$ cat config.mk
export PLATFORM = sky130hd
export DESIGN_NAME = stream_mux2_rr
export DESIGN_NICKNAME = d
export VERILOG_FILES = /design/src/rtl/stream_mux2_rr_pkg.sv /design/src/rtl/stream_reg.sv /design/src/rtl/stream_mux2_rr.sv
export SDC_FILE = /design/constraint.sdc
export NUM_CORES = 1
export LEC_CHECK = 0
export ABC_CLOCK_PERIOD_IN_PS = 1300
export CORE_AREA = 4 4 41 43
export CTS_BUF_LIST = sky130_fd_sc_hd__clkbuf_16
export DETAILED_ROUTE_END_ITERATION = 8
export DIE_AREA = 0 0 45 47
export PLACE_DENSITY_LB_ADDON = 0.15
export SKIP_LAST_GASP = 1
export SLEW_MARGIN = 20
export SYNTH_ARGS = -nofsm -noshare
export SYNTH_HDL_FRONTEND = slang
export SYNTH_SLANG_ARGS = --single-unit
$ cat constraint.sdc
create_clock -name clk_i -period 1.3 [get_ports clk_i]
set_clock_uncertainty 0.05 [all_clocks]
set_input_delay 0.195 -clock clk_i [delete_from_list [all_inputs] [get_ports clk_i]]
set_output_delay 0.195 -clock clk_i [all_outputs]
set_load 0.01 [all_outputs]
$ cat src/rtl/stream_mux2_rr_pkg.sv
// stream_mux2_rr_pkg: arbiter state type and source-select encoding shared by the merger.
package stream_mux2_rr_pkg;
    typedef enum logic [1:0] {IDLE = 2'd0, LOCK_A = 2'd1, LOCK_B = 2'd2} state_t;
    localparam logic SEL_A = 1'b1;
    localparam logic SEL_B = 1'b0;
endpackage

$ cat src/rtl/stream_reg.sv
// stream_reg: single-entry valid/ready pipeline register; load_en_o says the slot can take a beat.
module stream_reg #(
    parameter int WIDTH = 1
) (
    input  logic             clk_i,
    input  logic             rst_i,
    input  logic             in_valid_i,
    input  logic [WIDTH-1:0] in_data_i,
    output logic             load_en_o,
    output logic             out_valid_o,
    output logic [WIDTH-1:0] out_data_o,
    input  logic             out_ready_i
);
    logic             r_valid;
    logic [WIDTH-1:0] r_data;

    assign load_en_o   = !r_valid || out_ready_i;
    assign out_valid_o = r_valid;
    assign out_data_o  = r_data;

    always_ff @(posedge clk_i or posedge rst_i) begin
        if (rst_i) begin
            r_valid <= 1'b0;
            r_data  <= '0;
        end else if (load_en_o) begin
            r_valid <= in_valid_i;
            if (in_valid_i) r_data <= in_data_i;
        end
    end
endmodule

$ cat src/rtl/stream_mux2_rr.sv
// stream_mux2_rr: burst-aware round-robin merge of two streams into one registered, source-tagged output.
module stream_mux2_rr
    import stream_mux2_rr_pkg::*;
#(
    parameter int DATA_WIDTH = 1
) (
    input  logic                  clk_i,
    input  logic                  rst_i,
    input  logic                  a_valid_i,
    output logic                  a_ready_o,
    input  logic [DATA_WIDTH-1:0] a_data_i,
    input  logic                  a_last_i,
    input  logic                  b_valid_i,
    output logic                  b_ready_o,
    input  logic [DATA_WIDTH-1:0] b_data_i,
    input  logic                  b_last_i,
    output logic                  o_valid_o,
    input  logic                  o_ready_i,
    output logic [DATA_WIDTH-1:0] o_data_o,
    output logic                  o_last_o,
    output logic                  o_sel_o
);
    localparam int RW = DATA_WIDTH + 2;

    state_t                r_state, w_state_nxt;
    logic                  r_ptr, w_ptr_nxt;
    logic                  w_load_en, w_gnt_a, w_gnt_b, w_a_acc, w_b_acc, w_acc;
    logic                  w_sel, w_last;
    logic [DATA_WIDTH-1:0] w_data;
    logic [RW-1:0]         w_reg_q;

    // In IDLE the grant is combinational so a source switch costs no bubble.
    assign w_gnt_a = r_state == LOCK_A || (r_state == IDLE && a_valid_i && (!b_valid_i || r_ptr == SEL_A));
    assign w_gnt_b = r_state == LOCK_B || (r_state == IDLE && b_valid_i && (!a_valid_i || r_ptr == SEL_B));

    assign a_ready_o = !rst_i && w_load_en && w_gnt_a && a_valid_i;
    assign b_ready_o = !rst_i && w_load_en && w_gnt_b && b_valid_i;
    assign w_a_acc   = a_valid_i && a_ready_o;
    assign w_b_acc   = b_valid_i && b_ready_o;
    assign w_acc     = w_a_acc || w_b_acc;
    assign w_sel     = w_a_acc ? SEL_A : SEL_B;
    assign w_last    = w_a_acc ? a_last_i : b_last_i;
    assign w_data    = w_a_acc ? a_data_i : b_data_i;

    stream_reg #(.WIDTH(RW)) u_reg (
        .clk_i       (clk_i),
        .rst_i       (rst_i),
        .in_valid_i  (w_acc),
        .in_data_i   ({w_sel, w_last, w_data}),
        .load_en_o   (w_load_en),
        .out_valid_o (o_valid_o),
        .out_data_o  (w_reg_q),
        .out_ready_i (o_ready_i)
    );

    assign {o_sel_o, o_last_o, o_data_o} = w_reg_q;

    // A finished burst hands priority to the other source.
    always_comb begin
        w_state_nxt = !w_acc ? r_state : w_last ? IDLE : w_a_acc ? LOCK_A : LOCK_B;
        w_ptr_nxt   = (w_acc && w_last) ? ~w_sel : r_ptr;
    end

    always_ff @(posedge clk_i or posedge rst_i) begin
        if (rst_i) begin
            r_state <= IDLE;
            r_ptr   <= SEL_A;
        end else begin
            r_state <= w_state_nxt;
            r_ptr   <= w_ptr_nxt;
        end
    end
endmodule

Word level (Yosys, flattened, before mapping). Index checks and enable logic that the tools add are counted.

Equal/unequal tests: 2. Mux-type cells: 5. Reductions and logical operators: 24. Bitwise gates (word level): 2.

Operators with widths (count): logical AND 1 bit (12); logical OR 1 bit (6); zero test 1 bit (4); 2-to-1 mux 2 bit (2); 2-to-1 mux 1 bit (3); equality test 2 x 1 -> 1 bit, second input constant (1); equality test 2 bit, second input constant (1); zero test 2 bit (1); NOT 1 bit (2); AND reduction 2 bit (1).

Output and inout bits: 6. Register bits: 7. Bits of input ports: 9. Word-level logic and storage cells: 37.

Depth between registers and ports, before layout. Gate-level depths: netlist of run 1.

Word-level depth: 9. Gate-level depth with buffers: 3. Depth with buffers taken out: 3.

By module. Synthesis of run 1 repeated with hierarchy kept, for this count alone.

Cells, all modules: 37. Area total of the unflattened synthesis: 419.2 µm².

Modules (own cells, without submodules): stream_mux2_rr (area each 237.7 µm², seq. area each 76.3 µm², times used 1, cells each 26); stream_reg (area each 181.4 µm², seq. area each 100.1 µm², times used 1, cells each 11).

Least setup slack after synthesis of run 1. No wires, ideal clock.

Kind: register to register. Start: register r_state[1]. End: register r_state[0]. Period minus slack after synthesis: 1331 ps. Slack: -31 ps. Arrival time: 1154 ps. Data required time: 1122 ps. Stages on the path, launching flop included: 4. Buffers on the path: 0. Setup time: 128 ps. Cell sequence: dfrtp_1 > nor2b_4 > o2111a_2 > mux2_1.

Longest elaborated chain between the ends: 9. Elaborated cells on any way between the ends: 19. Those cells by class: eq/ne: 2; mux: 3; reduce/logical: 14.

RTL lines: start, declared (line stream_mux2_rr.sv:25) `state_t r_state, w_state_nxt;`; start signal, assigned (line stream_mux2_rr.sv:69) `r_state <= w_state_nxt;`; zero test 2 bit (line stream_mux2_rr.sv:33) `assign w_gnt_a = r_state == LOCK_A || (r_state == IDLE && a_valid_i && (!b_valid_i || r_ptr == SEL_A));`; logical AND 1 bit (2 in series) (line stream_mux2_rr.sv:33); logical OR 1 bit (*) (line stream_mux2_rr.sv:33); logical AND 1 bit (*) (2 in series) (line stream_mux2_rr.sv:36) `assign a_ready_o = !rst_i && w_load_en && w_gnt_a && a_valid_i;`; via a_ready_o (line stream_mux2_rr.sv:10) `output logic a_ready_o,`; logical AND 1 bit (*) (line stream_mux2_rr.sv:38) `assign w_a_acc = a_valid_i && a_ready_o;`; 2-to-1 mux 2 bit / 2-to-1 mux 1 bit (equally long branches) (line stream_mux2_rr.sv:60, stream_mux2_rr.sv:42); 2-to-1 mux 2 bit (line stream_mux2_rr.sv:60) `w_state_nxt = !w_acc ? r_state : w_last ? IDLE : w_a_acc ? LOCK_A : LOCK_B;`.

The timed path passes the listed nets; every way through them passes the cells marked *. A chain may end at the register's enable or synchronous reset.

Final worst setup path of run 1.
Start: register u_reg.r_valid (netlist: u_reg.out_valid_o). End: output b_ready_o.

Longest elaborated chain between the ends: 5.

RTL lines: start, declared (line stream_reg.sv:14) `logic r_valid;`; start signal, assigned (line stream_reg.sv:26) `r_valid <= in_valid_i;`; zero test 1 bit (line stream_reg.sv:17) `assign load_en_o = !r_valid || out_ready_i;`; logical OR 1 bit (line stream_reg.sv:17); logical AND 1 bit (3 in series) (line stream_mux2_rr.sv:37) `assign b_ready_o = !rst_i && w_load_en && w_gnt_b && b_valid_i;`; end, declared (line stream_mux2_rr.sv:14) `output logic b_ready_o,`.

Every way passes these cells.

==> impl_results.md, run 1 <==
- Register bit count reported by yosys: 7
- Max Clock Freq: 657.6 MHz
- Vias: 377
- Final Hold Fails: 0
- GR Util All Layers: 12.18%
- EDFF count, synth: 0
- Total wire length: roughly 1000 um
- Worst Max-Slew Pin Slew: 0.2881 ns
- Crit path DAT: 1.28 ns
- Failing checks: setup timing
- M2 GR Usage: about a fifth
- Routability congestion estimate: 0.7630
- Status: finished, violations left
- Largest net degree at the start of global routing: 12
- Max-cap violations: 0
- Worst setup EP type: primary output
- Area delta synth->final: 81.96%
- Peak supply drop: between 1000 and 1500 uV
- Final net count: 74
- Syn Nets: 45
- Initial detailed-routing violation count: 9
- Vias per cell: 4.772
- Fillers: approximately 120
- Slowest CP cell: dfrtp_1
- Post-DP HPWL: ~810 um
- GR Util met1: 14.42%
- Distinct cell type count of the synthesized netlist: 20
- Post-place instance area: 625.6 um^2
- CP max stage delay: slightly below 0.4 ns
- Biggest area consumer among synthesized cells: dfrtp_1
- TritonCTS clock tree: built
- Clk sink count: 7
- WL per Instance: between 10 and 15 um
- Fin crit period: about 1.5 ns
- Startpoint Class: register
- DR pass1 iterations: 4
- Critical Path, Cell by Cell: nor2b_4 > a2111oi_4 > buf_2
- Relative slew slack: 80.79%
- Post-synth top area share: 37.97%
- Final setup viols: 6
- Detail Route Antenna Nets: 0
- CP Max Fanout: 3
- Worst EP required: 1.05 ns
- Syn_area_per_cell: around 11 um^2
- Hold Buf Count CTS: 0
- Antenna violations before repair: 0
- Final Slew Violations: 0
- Most common cell in the netlist: inv_1
- GRT Max-Usage Layer: met2
- Clock buffer depth: 2
- Synth Flop Type: dfrtp_1
- Sequential-to-total area share from yosys stat: 44.62%
- HP Class: in -> async
- DIE HEIGHT: 47 um
- Final Instance Area: 719.4 um^2
- Final global-route overflow total: 0
- Final worst path period share: 117.0%
- DRC violations left: 0
- Die Area: 2115 um^2
- First-pass GRT wire length: 1766 um
- Layout cell share with drive strength beyond 1: 35.94%
- IO Port Bufs: 14
- Number of global-route vias before repair: 396
- Setup TNS: -1.073 ns
- Synthesized area: 395.4 um^2
- Setup CP Type: reg -> out
- H-tree levels: 1
- Num CTS Buffers: 3
- Power per cell area: 2111 nW/um^2
- RSZ-0062 raised after global routing: yes
- Top post-synthesis cells by area: dfrtp_1 38%, inv_1 8.5%, a2111oi_4 7.0%, dfstp_2 6.6%, a222oi_1 5.1%
- # diodes: 0
- Post-synth top cells: 9 x inv_1, 6 x dfrtp_1, 2 x a222oi_1, 2 x a41oi_1, 2 x nand2_1
- Worst Slack Setup Final: -0.2207 ns
- GR Util met3: 2.299%
- Clock transition at path regs: 0.04 ns
- Worst-Skew Late Latency: 0.23 ns
- CTS Root Cell: clkbuf_16
- Initial Util: 30.38%
- Leakage: 0.3626 nW
- Synth Instances: 36
- Cell Rows: 13
- Asr flop ratio synth: 100.0%
- Synthesis warning total: 0
- Total I/O pin count: 15
- Core area: ~1300 um^2
- Die width: 45 um
-- cell type report --
class                           instances  area (um^2)  area share, %
Sequential cell                         7        176.4          24.52
Tap cell                               15        18.77          2.609
Clock inverter                          1        3.754         0.5217
Timing Repair Buffer                   24        215.2          29.91
Multi-Input combinational cell         20        196.4          27.30
Inverter                                9        33.78          4.696
Clock buffer                            3        75.07          10.43
-- final timing paths --
check | cells past startpoint | slack [ns] | from | endpoint
worst max-delay path | 3 | -0.22 | u_reg.out_valid_o$_DFFE_PP0N_ | b_ready_o
worst min-delay path | 3 | 0.35 | rst_i | u_reg.out_valid_o$_DFFE_PP0N_
worst max register to register | 5 | -0.22 | r_state[0]$_DFFE_PP0P_ | u_reg.out_data_o[1]$_DFFE_PP0P_
worst min register to register | 2 | 0.47 | u_reg.out_data_o[2]$_DFFE_PP0P_ | u_reg.out_data_o[2]$_DFFE_PP0P_
max in group asynchronous | 3 | 0.63 | rst_i | r_ptr$_DFFE_PP1P_
min in group clk_i | 4 | 0.44 | o_ready_i | u_reg.out_valid_o$_DFFE_PP0N_
-- routing by layer --
layer  routed length, um  share of wire (%)
met1                 436                 43
met2                 526                 51
met3                  45                4.4
met4                  17                1.7
met5                   0                  0
-- stage by stage --
step	cells	util [%]	worst slack, ns	power (mW)	hold slack [ns]
after floorplan	36	-	-0.01461	0.7015	-0.01455
after global placement	74	48.08	-0.6703	1.008	0.4605
after global routing	79	55.29	-0.3112	1.616	0.3901
after CTS	78	53.94	-0.2418	1.522	0.3473
after detailed placement	74	48.08	-0.6991	1.031	0.4743
final	79	55.29	-0.2207	1.519	0.3507
-- cells in the final DEF (no fill, tap or decap), drive strengths merged --
master	netlist	layout
nor2b	2	2
clkbuf	0	3
a2111oi	1	1
dfrtp	6	6
nand2b	2	2
a31o	1	1
dlymetal6s2s	0	1
clkdlybuf4s50	0	6
o211ai	1	1
o21ai	1	1
dlygate4sd2	0	5
o21bai	1	1
inv	9	10
a21oi	1	1
buf	0	12
a222oi	2	2
nor3	1	1
mux2	1	1
dfstp	1	1
o2111a	1	1
nand2	2	2
a41oi	2	2
and2b	1	1
-- flip-flops by register name, summed over array words and instances, names as in the netlist --
| signal | flops |
|---|---|
| u_reg.out_data_o | 3 |
| r_state | 2 |
| r_ptr | 1 |
| u_reg.out_valid_o | 1 |
-- report_power, final --
part | switching [mW] | internal [mW] | leakage (nW)
clock network | 0.115 | 0.400 | 0.0423
logic | 0.240 | 0.352 | 0.241
registers | 0.0761 | 0.335 | 0.0796
-- logic make-up (layout without fill, tap and decap cells) --
kind of cell           after synthesis  after routing  share of synthesized area [%]
AO/OA/AOI/OAI                       11             11                          28.17
buffers and inverters                9             37                          8.544
AND/OR/NAND/NOR                      8              8                          15.82
flip-flops                           7              7                          44.62
multiplexers                         1              1                          2.848
-- critical path: cells and delay by family, from the launching register on --
kind / cells / cell delay [ns]
buffers and inverters: 1 / 0.19
AO/OA/AOI/OAI: 1 / 0.32
flip-flops: 1 / 0.39
AND/OR/NAND/NOR: 1 / 0.14
-- what timing repair did --
action	in CTS	in global routing
setup endpoints to repair	10	6
pin swaps	3	1
resized for setup	16	3
setup buffers	0	1
Power figures use the tool's default switching activity.
==> run 2: changes to the inputs <==
CAP_MARGIN = 5   (was unset)
PLACE_DENSITY = 0.64   (was unset)
PLACE_DENSITY_LB_ADDON = unset   (was 0.15)
==> run 2 against run 1 <==
Compared with the run above:
- the flow still finishes with violations (setup timing)
- critical path depth stayed put
- via count is 0.27% lower
- non-clock buffer count is 1 higher
- hold slack better by 0.0038 ns
- combinational power is 2% higher
- highest routed layer unchanged
- total power is 0.24% higher
- wire length is 10% lower
- utilization is 0.58 points higher
- register-to-register slack hardly changed
- sequential cell count stayed put
- count of clock-buffer cells in the layout stayed put
- critical path type unchanged
- setup slack worse by 0.0054 ns
==> impl_results.md, run 2 (same netlist as run 1, synthesis figures left out) <==
- DRC violations left: 0 (unchanged)
- Power per cell area: 2094 nW/um^2 (was 2111 nW/um^2)
- Final net count: 75 (was 74)
- Initial Util: 30.38% (unchanged)
- Setup TNS: -1.018 ns (was -1.073 ns)
- Max Clock Freq: 655.3 MHz (was 657.6 MHz)
- Worst Slack Setup Final: -0.2261 ns (was -0.2207 ns)
- FF-to-FF Start: r_state[0]$_DFFE_PP0P_ (unchanged)
- GR Util met3: 1.149% (was 2.299%)
- Status: finished, violations left (unchanged)
- Failing checks: setup timing (unchanged)
- Final Slew Violations: 0 (unchanged)
- Area delta synth->final: 83.86% (was 81.96%)
- Most common cell after layout, fill and taps aside: inv_1 (unchanged)
- Worst Max-Slew Pin Slew: 0.3052 ns (was 0.2881 ns)
- Final worst path period share: 117.4% (was 117.0%)
- Worst EP required: 1.05 ns (about the same)
- Worst setup EP type: primary output (unchanged)
- Clock transition at path regs: 0.04 ns (about the same)
- Die width: 45 um (unchanged)
- RSZ-0062 raised after global routing: yes (unchanged)
- Largest net degree at the start of global routing: 12 (unchanged)
- Leakage: 0.3663 nW (was 0.3626 nW)
- First-pass GRT wire length: 1607 um (was 1766 um)
- Critical path's top delay family: flip-flops (unchanged)
- Core area: 1301 um^2 (unchanged)
- GR Util All Layers: 10.64% (was 12.18%)
- Max-cap violations: 0 (unchanged)
- Antenna violations before repair: 0 (unchanged)
- Clk sink count: 7 (unchanged)
- IO Port Bufs: 14 (unchanged)
- Final setup viols: 6 (unchanged)
- DR pass1 iterations: 4 (unchanged)
- Relative slew slack: 79.65% (was 80.79%)
- HP Class: in -> async (unchanged)
- Routability congestion estimate: 0.8599 (was 0.7630)
- Slowest CP cell: dfrtp_1 (unchanged)
- # diodes: 0 (unchanged)
- Startpoint Class: register (unchanged)
- Die Area: 2115 um^2 (unchanged)
- Fin crit period: 1.526 ns (was 1.521 ns)
- Hold Buf Count CTS: 0 (unchanged)
- Total wire length: 922 um (was 1025 um)
- Detail Route Antenna Nets: 0 (unchanged)
- Total I/O pin count: 15 (unchanged)
- TritonCTS clock tree: built (unchanged)
- Worst-Skew Late Latency: 0.23 ns (about the same)
- Max reg flops: 3 (unchanged)
- Setup CP Type: reg -> out (unchanged)
- Worst path bufs/invs: 1 (unchanged)
- Peak supply drop: 1331 uV (was 1103 uV)
- Number of global-route vias before repair: 394 (was 396)
- Clock buffer depth: 2 (unchanged)
- CP Max Fanout: 3 (unchanged)
- GRT Max-Usage Layer: met2 (unchanged)
- M2 GR Usage: 15.82% (was 18.93%)
- Initial detailed-routing violation count: 6 (was 9)
- Critical path origin: u_reg.out_valid_o$_DFFE_PP0N_ (unchanged)
- Layout cell share with drive strength beyond 1: 36.92% (was 35.94%)
- Final global-route overflow total: 0 (unchanged)
- Final Hold Fails: 0 (unchanged)
- DIE HEIGHT: 47 um (unchanged)
- Vias per cell: 4.700 (was 4.772)
- CTS Root Cell: clkbuf_16 (unchanged)
- Num CTS Buffers: 3 (unchanged)
- Vias: 376 (was 377)
- Post-DP HPWL: 698.9 um (was 811.4 um)
- Critical Path, Cell by Cell: nor2b_4 > a2111oi_4 > buf_2 (unchanged)
- WL per Instance: 11.53 um (was 12.97 um)
- GR Util met1: 13.86% (was 14.42%)
- Cell Rows: 13 (unchanged)
- Pwr Total: 1.522 mW (was 1.519 mW)
- Leading cell types in the layout, fill and taps excluded: 10 x inv_1, 9 x buf_4, 6 x clkdlybuf4s50_1, 6 x dfrtp_1, 5 x dlygate4sd2_1 (was 10 x inv_1, 8 x buf_4, 6 x clkdlybuf4s50_1, 6 x dfrtp_1, 5 x dlygate4sd2_1)
- Crit path DAT: 1.28 ns (about the same)
- CP max stage delay: 0.39 ns (about the same)
- H-tree levels: 1 (unchanged)
-- run 2: cell type report --
cell class / count / area, um^2
clock buffer: 3 / 75.07
clock inverter: 1 / 3.754
fill: 120 / 574.3
inverter: 9 / 33.78
multi-input combinational: 20 / 196.4
sequential: 7 / 176.4
tap: 15 / 18.77
timing repair buffer: 25 / 222.7
-- run 2: repair_timing --
item	CTS	global route
setup endpoints to repair	10	6
gates resized for setup	16	3
setup buffers	0	2
pin swaps	3	1
-- run 2: worst min-delay path, stage by stage --
cell and delay (ns):
clkdlybuf4s50_1 0.49, inv_1 0.11, buf_4 0.18
-- run 2: layer usage --
layer | vias up | wire length (um)
met5 | - | 0
met4 | 0 | 24
met1 | 179 | 436
met2 | 9 | 424
met3 | 2 | 36
li1 | 186 | -
-- run 2: report_power, final --
part	internal (mW)	switching, mW
Combinational	0.365	0.236
Clock	0.400	0.112
Sequential	0.335	0.0740
-- run 2: through the flow --
| stage | std cells | area [um^2] | hold slack, ns | utilization, % | worst slack [ns] |
|---|---|---|---|---|---|
| finish | 80 | 726.9 | 0.3546 | 55.87 | -0.2261 |
| global route | 80 | 726.9 | 0.3918 | 55.87 | -0.2712 |
| CTS | 78 | 701.9 | 0.3502 | 53.94 | -0.2292 |
| detailed placement | 74 | 625.6 | 0.4731 | 48.08 | -0.6882 |
| global placement | 74 | 625.6 | 0.4615 | 48.08 | -0.6856 |
| floorplan | 36 | 399.1 | -0.01455 | - | -0.01461 |
-- run 2: path summary, 6_finish.rpt --
path	slack, ns	end	cells after the start
worst max-delay path	-0.23	b_ready_o	3
min in group clk_i	0.42	u_reg.out_valid_o$_DFFE_PP0N_	4
max in group asynchronous	0.63	r_ptr$_DFFE_PP1P_	3
worst min register to register	0.47	u_reg.out_data_o[2]$_DFFE_PP0P_	2
worst max register to register	-0.22	u_reg.out_data_o[1]$_DFFE_PP0P_	5
worst min-delay path	0.35	r_state[0]$_DFFE_PP0P_	3
